**src/rtl/msk_prng_pkg.sv**
```systemverilog
// Shared constants and types for the masking-randomness LFSR feed.
package msk_prng_pkg;
  localparam int LFSR_W = 64;
  localparam int TAP_A  = 63;
  localparam int TAP_B  = 62;
  localparam int TAP_C  = 60;
  localparam int TAP_D  = 59;

  // An all-zero LFSR never leaves zero, so a zero seed is replaced with this value.
  localparam logic [LFSR_W-1:0] ZERO_SEED_SUB = 64'h1;

  typedef enum logic [1:0] {
    ST_IDLE   = 2'd0,
    ST_WARMUP = 2'd1,
    ST_RUN    = 2'd2
  } prng_fsm_t;
endpackage

```
**src/rtl/msk_lfsr_step.sv**
```systemverilog
// Combinational NRND-fold advance of the 64-bit Fibonacci LFSR.
// Zero latency; no flow control.
module msk_lfsr_step
  import msk_prng_pkg::*;
#(
  parameter int NRND = 4
) (
  input  logic [LFSR_W-1:0] state_cur,
  output logic [LFSR_W-1:0] state_nxt
);
  logic [LFSR_W-1:0] s;

  // Each shift sees the partially shifted value, exactly as NRND serial clocks would.
  always_comb begin
    s = state_cur;
    for (int i = 0; i < NRND; i++) begin
      s = {s[LFSR_W-2:0], s[TAP_A] ^ s[TAP_B] ^ s[TAP_C] ^ s[TAP_D]};
    end
    state_nxt = s;
  end
endmodule

```
**src/rtl/msk_prng_feed.sv**
```systemverilog
// Seedable LFSR feeding fresh randomness to masked AND gadgets; WARMUP cycles from seed to first word.
// Steps only on consumption (en) in RUN; seeds are refused while warming up.
module msk_prng_feed
  import msk_prng_pkg::*;
#(
  parameter int          NRND            = 4,
  parameter int          WARMUP          = 16,
  parameter logic [31:0] RESEED_INTERVAL = 32'd65536
) (
  input  logic              clk,
  input  logic              rst,
  input  logic [LFSR_W-1:0] seed,
  input  logic              seed_valid,
  output logic              seed_ready,
  input  logic              en,
  output logic [NRND-1:0]   rnd,
  output logic              rnd_valid,
  output logic              reseed_req,
  output logic              seed_err
);
  localparam logic [31:0] WARMUP_LD = 32'(WARMUP - 1);

  prng_fsm_t         fsm;
  logic [LFSR_W-1:0] state;
  logic [LFSR_W-1:0] state_step;
  logic [31:0]       wcnt;
  logic [31:0]       rcnt;
  logic              seed_acc;

  msk_lfsr_step #(.NRND(NRND)) u_step (
    .state_cur (state),
    .state_nxt (state_step)
  );

  assign seed_acc = seed_valid && seed_ready;
  assign rnd      = state[NRND-1:0];

  always_ff @(posedge clk or posedge rst) begin
    if (rst) begin
      fsm        <= ST_IDLE;
      state      <= '0;
      wcnt       <= '0;
      rcnt       <= '0;
      rnd_valid  <= 1'b0;
      reseed_req <= 1'b0;
      seed_err   <= 1'b0;
      seed_ready <= 1'b1;
    end else begin
      seed_err <= 1'b0;
      // A seed accepted in RUN pre-empts a simultaneous consumption step.
      if (seed_acc) begin
        state      <= (seed == '0) ? ZERO_SEED_SUB : seed;
        seed_err   <= (seed == '0);
        wcnt       <= WARMUP_LD;
        rcnt       <= '0;
        reseed_req <= 1'b0;
        fsm        <= ST_WARMUP;
        rnd_valid  <= 1'b0;
        seed_ready <= 1'b0;
      end else begin
        case (fsm)
          ST_WARMUP: begin
            state <= state_step;
            if (wcnt == '0) begin
              fsm        <= ST_RUN;
              rnd_valid  <= 1'b1;
              seed_ready <= 1'b1;
            end else begin
              wcnt <= wcnt - 32'd1;
            end
          end
          ST_RUN: begin
            if (en) begin
              state <= state_step;
              if (rcnt != '1) begin
                rcnt <= rcnt + 32'd1;
                if (rcnt + 32'd1 == RESEED_INTERVAL) reseed_req <= 1'b1;
              end
            end
          end
          default: ;
        endcase
      end
    end
  end
endmodule

```
**config.mk**
```make
export PLATFORM = sky130hd
export DESIGN_NAME = msk_prng_feed
export DESIGN_NICKNAME = d
export VERILOG_FILES = /design/src/rtl/msk_prng_pkg.sv /design/src/rtl/msk_lfsr_step.sv /design/src/rtl/msk_prng_feed.sv
export SDC_FILE = /design/constraint.sdc
export NUM_CORES = 1
export LEC_CHECK = 0
export CAP_MARGIN = 10
export CORE_MARGIN = 2
export CORE_UTILIZATION = 35
export CTS_CLUSTER_DIAMETER = 30
export DETAILED_ROUTE_END_ITERATION = 12
export SKIP_CTS_REPAIR_TIMING = 1
export SLEW_MARGIN = 30
export SYNTH_ARGS = -nofsm -noshare
export SYNTH_HDL_FRONTEND = slang
export SYNTH_SLANG_ARGS = --single-unit
```
**constraint.sdc**
```tcl
create_clock -name clk -period 7.6 [get_ports clk]
set_clock_uncertainty 0.2 [all_clocks]
set_input_delay 1.9 -clock clk [delete_from_list [all_inputs] [get_ports clk]]
set_output_delay 1.9 -clock clk [all_outputs]
set_load 0.1 [all_outputs]
```
---- Yosys cells after proc, flatten, opt, wreduce, memory -nomap -nowiden ----
Cells that the tools add are included.
W data, S select, Z words.
storage, ports and cells
  register bits ........................... 134
  output and inout port bits .............. 8
  word-level logic and storage cells ...... 66
operators by class
  add/subtract/negate cells ............... 2
  eq/ne operators ......................... 6
  mux-type cells .......................... 23
  bitwise logic cells ..................... 12
  reductions and logical operators ........ 15
operators with widths
  cell                     count
  $mux W32                 7
  $mux W64                 3
  $pmux W64 S2             1
  $logic_not A64 Y1        1
  $add A32 B1 Y32 const B  1
  $eq A32 B17 Y1 const B   1
  $logic_not A32 Y1        1
  $ne A32 B32 Y1 const B   1
  $sub A32 B1 Y32 const B  1
  $reduce_bool A2 Y1       6
  $xor A1 B1 Y1            12
  $mux W1                  9
  $mux W2                  3
  $reduce_and A2 Y1        3
  $reduce_and A4 Y1        1
  $ne A3 B3 Y1 const B     1
  $reduce_and A3 Y1        1
  $reduce_bool A3 Y1       1
  $eq A2 B1 Y1 const B     1
  $eq A2 B2 Y1 const B     1
  $ne A2 B2 Y1 const B     1
  $logic_and A1 B1 Y1      1

---- Depth between registers and ports, before layout ----
  depth in word-level cells ............... 7
  mapped depth ............................ 10
  depth with buffers taken out ............ 9

---- By module ----
A second synthesis with hierarchy kept.
unflattened totals
  cells, all modules ...................... 848
  area total of the unflattened synthesis .. 7920.1 um2
by module, submodules not included
  module         times used  cells an instance  area an instance (um2)  sequential area each (um2)
  msk_prng_feed  1           779                7375.8                  3329.4
  msk_lfsr_step  1           69                 544.3                   0.0

---- Worst setup path after synthesis ----
Ideal clock, no wire load.
  path type ............................... input port to flip-flop
  start ................................... in seed_valid
  end ..................................... reg state[10]
  library setup time ...................... 0.083 ns
  arrival time ............................ 3.415 ns
  data required time ...................... 7.317 ns
  setup slack ............................. 3.902 ns
  stages .................................. 8
  path through ............................ and2_1 clkbuf_1 nor3_1 clkbuf_1 clkbuf_1 clkbuf_1 nand2_1 o21ai_0
between the ends
  cells in the longest elaborated chain, start to end .. 3
ends and longest elaborated chain
  element                                                                     line                 RTL
  start: declaration                                                          msk_prng_feed.sv:13  input logic seed_valid,
  $logic_and A1 B1 Y1 *                                                       msk_prng_feed.sv:35  assign seed_acc = seed_valid && seed_ready;
  $ne A3 B3 Y1 (no source line) / $reduce_bool A3 Y1 (equally long branches)  n/a
  $reduce_and A2 Y1 (no source line)                                          n/a
  end signal: assignment                                                      msk_prng_feed.sv:52  state <= (seed == '0) ? ZERO_SEED_SUB : seed;
  end signal: assignment                                                      msk_prng_feed.sv:63  state <= state_step;
  end signal: assignment                                                      msk_prng_feed.sv:74  state <= state_step;
  end: declaration                                                            msk_prng_feed.sv:24  logic [LFSR_W-1:0] state;
Every way passes the cells marked *; elsewhere a longest branch is shown, timed or not.
A chain may end at the register's enable or synchronous reset.

---- Worst setup path in the final report ----
  start ................................... reg seed_ready
  end ..................................... out seed_ready
RTL lines
  element                   line                 RTL
  start: declaration        msk_prng_feed.sv:14  output logic seed_ready,
  start signal: assignment  msk_prng_feed.sv:47  seed_ready <= 1'b1;
  start signal: assignment  msk_prng_feed.sv:59  seed_ready <= 1'b0;
  start signal: assignment  msk_prng_feed.sv:67  seed_ready <= 1'b1;
No word-level cell between the ends.

==> results.json <==
{
  "worst-slew-pin-transition_ns": 0.968,
  "root_buffer_master": "sky130_fd_sc_hd__clkbuf_16",
  "crit_fanout": 4,
  "worstSetupEndpointType": "primary output",
  "synth.most_common_cell": "sky130_fd_sc_hd__dfrtp_1",
  "drcViolationCount": 0,
  "cp.buffers_inverters": 1,
  "multiInputGateArea_mm2": 0.00360,
  "netlist_area_mm2": 0.00716,
  "cp-startpoint": "seed_ready",
  "core_region_area_mm2": 0.0202,
  "place_hpwl_um": 11200,
  "postRouteWirelength_um": 16300,
  "post_layout_nonfiller_instances": 1102,
  "synth.largest_area_cell": "sky130_fd_sc_hd__dfrtp_1",
  "critPathArrivalTime_ns": 2.13,
  "cap_violations": 0,
  "fillCellCount": 1968,
  "synth_top_cell_area_share_pct": 46.1,
  "die-height_um": 147,
  "die_width_um": 147,
  "initial_antenna_violation_count": 0,
  "flow.area_growth_from_synthesis_pct": 21.1,
  "synth.cells.most_frequent": "sky130_fd_sc_hd__dfrtp_1 (132), sky130_fd_sc_hd__nand2_1 (101), sky130_fd_sc_hd__nor2_1 (88)",
  "ff2ff_setup_slack_ns": 4.29,
  "clock_tree.htree_level_count": 4,
  "cp_slowest_cell": "sky130_fd_sc_hd__clkdlybuf4s50_1",
  "max_freq_mhz": 237,
  "synth_edf_count": 0,
  "nets": 891,
  "async_reset_ff_share_pct": 100,
  "detailroute.via_count": 5489,
  "synth_cell_types": 50,
  "cts.clk_slew.worst_paths_ns": 0.06,
  "cpPeakStageDelay_ns": 1.14,
  "design.die.area_mm2": 0.0216,
  "synth_sequential_area_ratio_pct": 46.5,
  "via_per_inst": 4.98,
  "crit_path_capture": "seed_ready",
  "synth_nets": 838,
  "synth-seq-cells": 133,
  "drive_gt1_share_pct": 6.61,
  "io-pin-count": 76,
  "synthCells": 766,
  "firstDrtPassIters": 4,
  "report.power.total_mw": 2.43,
  "cts.sinks": 133,
  "max-vdd-ir-drop_uv": 133,
  "setup_viol": 0,
  "gr-usage-all-layers_pct": 16.0,
  "synth-warning-count": 0,
  "cts_inserted_buffers": 17,
  "gp_routability_congestion": 0.825,
  "ctsLongestPathBuffers": 2,
  "initialDrtViolationCount": 362,
  "report.final.slew_viol_count": 0,
  "whs_path_depth": 2,
  "place_inst": 1070,
  "regToRegStartpoint": "rcnt[0]",
  "finalCoreUtilization_pct": 43.0,
  "timing.critical_path.depth": 1,
  "initial_core_utilization_pct": 35.5,
  "number_of_cells_on_the_worst_reg_to_reg_path": 8,
  "slew_limit_headroom_pct": 35.2,
  "seq_area_mm2": 0.00333,
  "io_buffer_count": 75,
  "layout_min_cycle_time_ns": 4.23,
  "p_per_area_mw_per_mm2": 280,
  "tritoncts_clock_tree": "yes",
  "grt_max_degree": 81,
  "hold_viol_final": 0,
  "rsz0062_at_grt": "no",
  "critPathLaunchType": "flop",
  "power.leakage_nw": 3.90,
  "final.period_utilization_pct": 55.6,
  "synth.avg_cell_area_um2": 9.35,
  "synth.top_cells.by_area": "sky130_fd_sc_hd__dfrtp_1 (46%), sky130_fd_sc_hd__mux2i_1 (8.9%), sky130_fd_sc_hd__nand2_1 (5.3%)",
  "worst_ep_required_time_ns": 5.50,
  "outcome": "complete, no violations",
  "row_count": 52,
  "worst_hold_path_type": "flop to flop",
  "worst-setup-path-type": "flop to primary output",
  "antenna_violating_nets_post_route": 0,
  "worstReg2RegEnd": "rcnt[20]",
  "grt_pass1_vias": 5335,
  "wl_per_cell_um": 14.8,
  "global_route.overflow_total": 0,
  "cpLargestDelayFamily": "buffers and inverters",
  "ys_dominant_reg_cell": "sky130_fd_sc_hd__dfrtp_1",
  "path_cells": "clkdlybuf4s50_1",
  "clock_latency_of_the_later_clocked_register_in_the_worst_skew_pair_ns": 0.42,
  "setup_tns_ns": 0,
  "grt_pass1_wl_um": 27800,
  "antenna_cells_inserted": 0
}
-- layout by cell type (no fill, tap or decap), drive strengths merged, types with 6 or more instances in the layout --
cell and instances:
a21oi 7, and2 7, and3 7, buf 6, clkbuf 17, clkdlybuf4s50 75
dfrtp 132, inv 15, mux2i 64, nand2 101, nand3 27, nand4 18
nor2 88, nor2b 6, nor3 17, nor4 29, o21ai 71, or3 9
or4 9, xnor2 40, xor2 41
-- area by class of cell --
cell class                 count  share of cell area (%)
tap                          270                    3.90
inverter                       5                   0.274
clock inverter                15                    1.57
multi-input combinational    581                    41.6
clock buffer                  17                    4.91
timing repair buffer          81                    9.41
sequential                   133                    38.4
-- worst register-to-register path, cell delays in order (launching register included) --
cell	delay, ns
sky130_fd_sc_hd__dfrtp_1	0.44
sky130_fd_sc_hd__ha_1	0.30
sky130_fd_sc_hd__nand4_2	0.17
sky130_fd_sc_hd__or4_4	0.58
sky130_fd_sc_hd__or4_4	0.59
sky130_fd_sc_hd__o21a_2	0.42
sky130_fd_sc_hd__nand2_1	0.26
sky130_fd_sc_hd__xor2_1	0.16
sky130_fd_sc_hd__nor2_1	0.05
-- sequential cells by signal, indices dropped and copies added, names as in the netlist --
| signal | count |
|---|---|
| reseed_req | 1 |
| seed_err | 1 |
| rnd_valid | 1 |
| state | 64 |
| rcnt | 32 |
| fsm | 1 |
| wcnt | 32 |
| seed_ready | 1 |
-- power by group --
group | switching, mW | leakage [nW] | total (mW) | internal [mW]
sequential | 0.145 | 1.75 | 1.05 | 0.906
combinational | 0.326 | 1.89 | 0.588 | 0.262
clock | 0.356 | 0.266 | 0.788 | 0.432
-- cells by family after synthesis --
kind of cell | share of synthesized area [%]
XOR/XNOR | 9.91
AO/OA/AOI/OAI | 7.18
AND/OR/NAND/NOR | 23.4
flip-flops | 46.5
buffers and inverters | 3.37
multiplexers | 8.95
adder cells (fa/ha/maj) | 0.699
-- metrics by stage --
stage / hold WS [ns] / cell area [µm²] / setup slack (ns)
6_report: 0.277 / 8670 / 3.37
5_1_grt: 0.309 / 8670 / 3.33
4_1_cts: 0.285 / 8670 / 3.35
3_5_place_dp: 0.270 / 8110 / 2.89
3_3_place_gp: 0.260 / 8080 / 2.91
2_1_floorplan: 0.250 / 7160 / 1.95
-- layer usage --
metal / GRT usage (%) / wire (µm) / up-vias
met5: 0 / 0 / -
met4: 3.89 / 111 / 0
met3: 3.66 / 645 / 9
met2: 23.7 / 7200 / 113
met1: 23.9 / 8330 / 2610
li1: - / - / 2757
-- worst min path at each step --
stage	start	end	slack (ns)
floorplan	state[10]	state[10]	0.25
global placement	state[49]	state[49]	0.26
detailed placement	state[49]	state[49]	0.27
CTS	state[49]	state[49]	0.28
global route	state[17]	state[17]	0.31
finish	state[49]	state[49]	0.28
No activity file was read; power rests on OpenSTA's default activity.
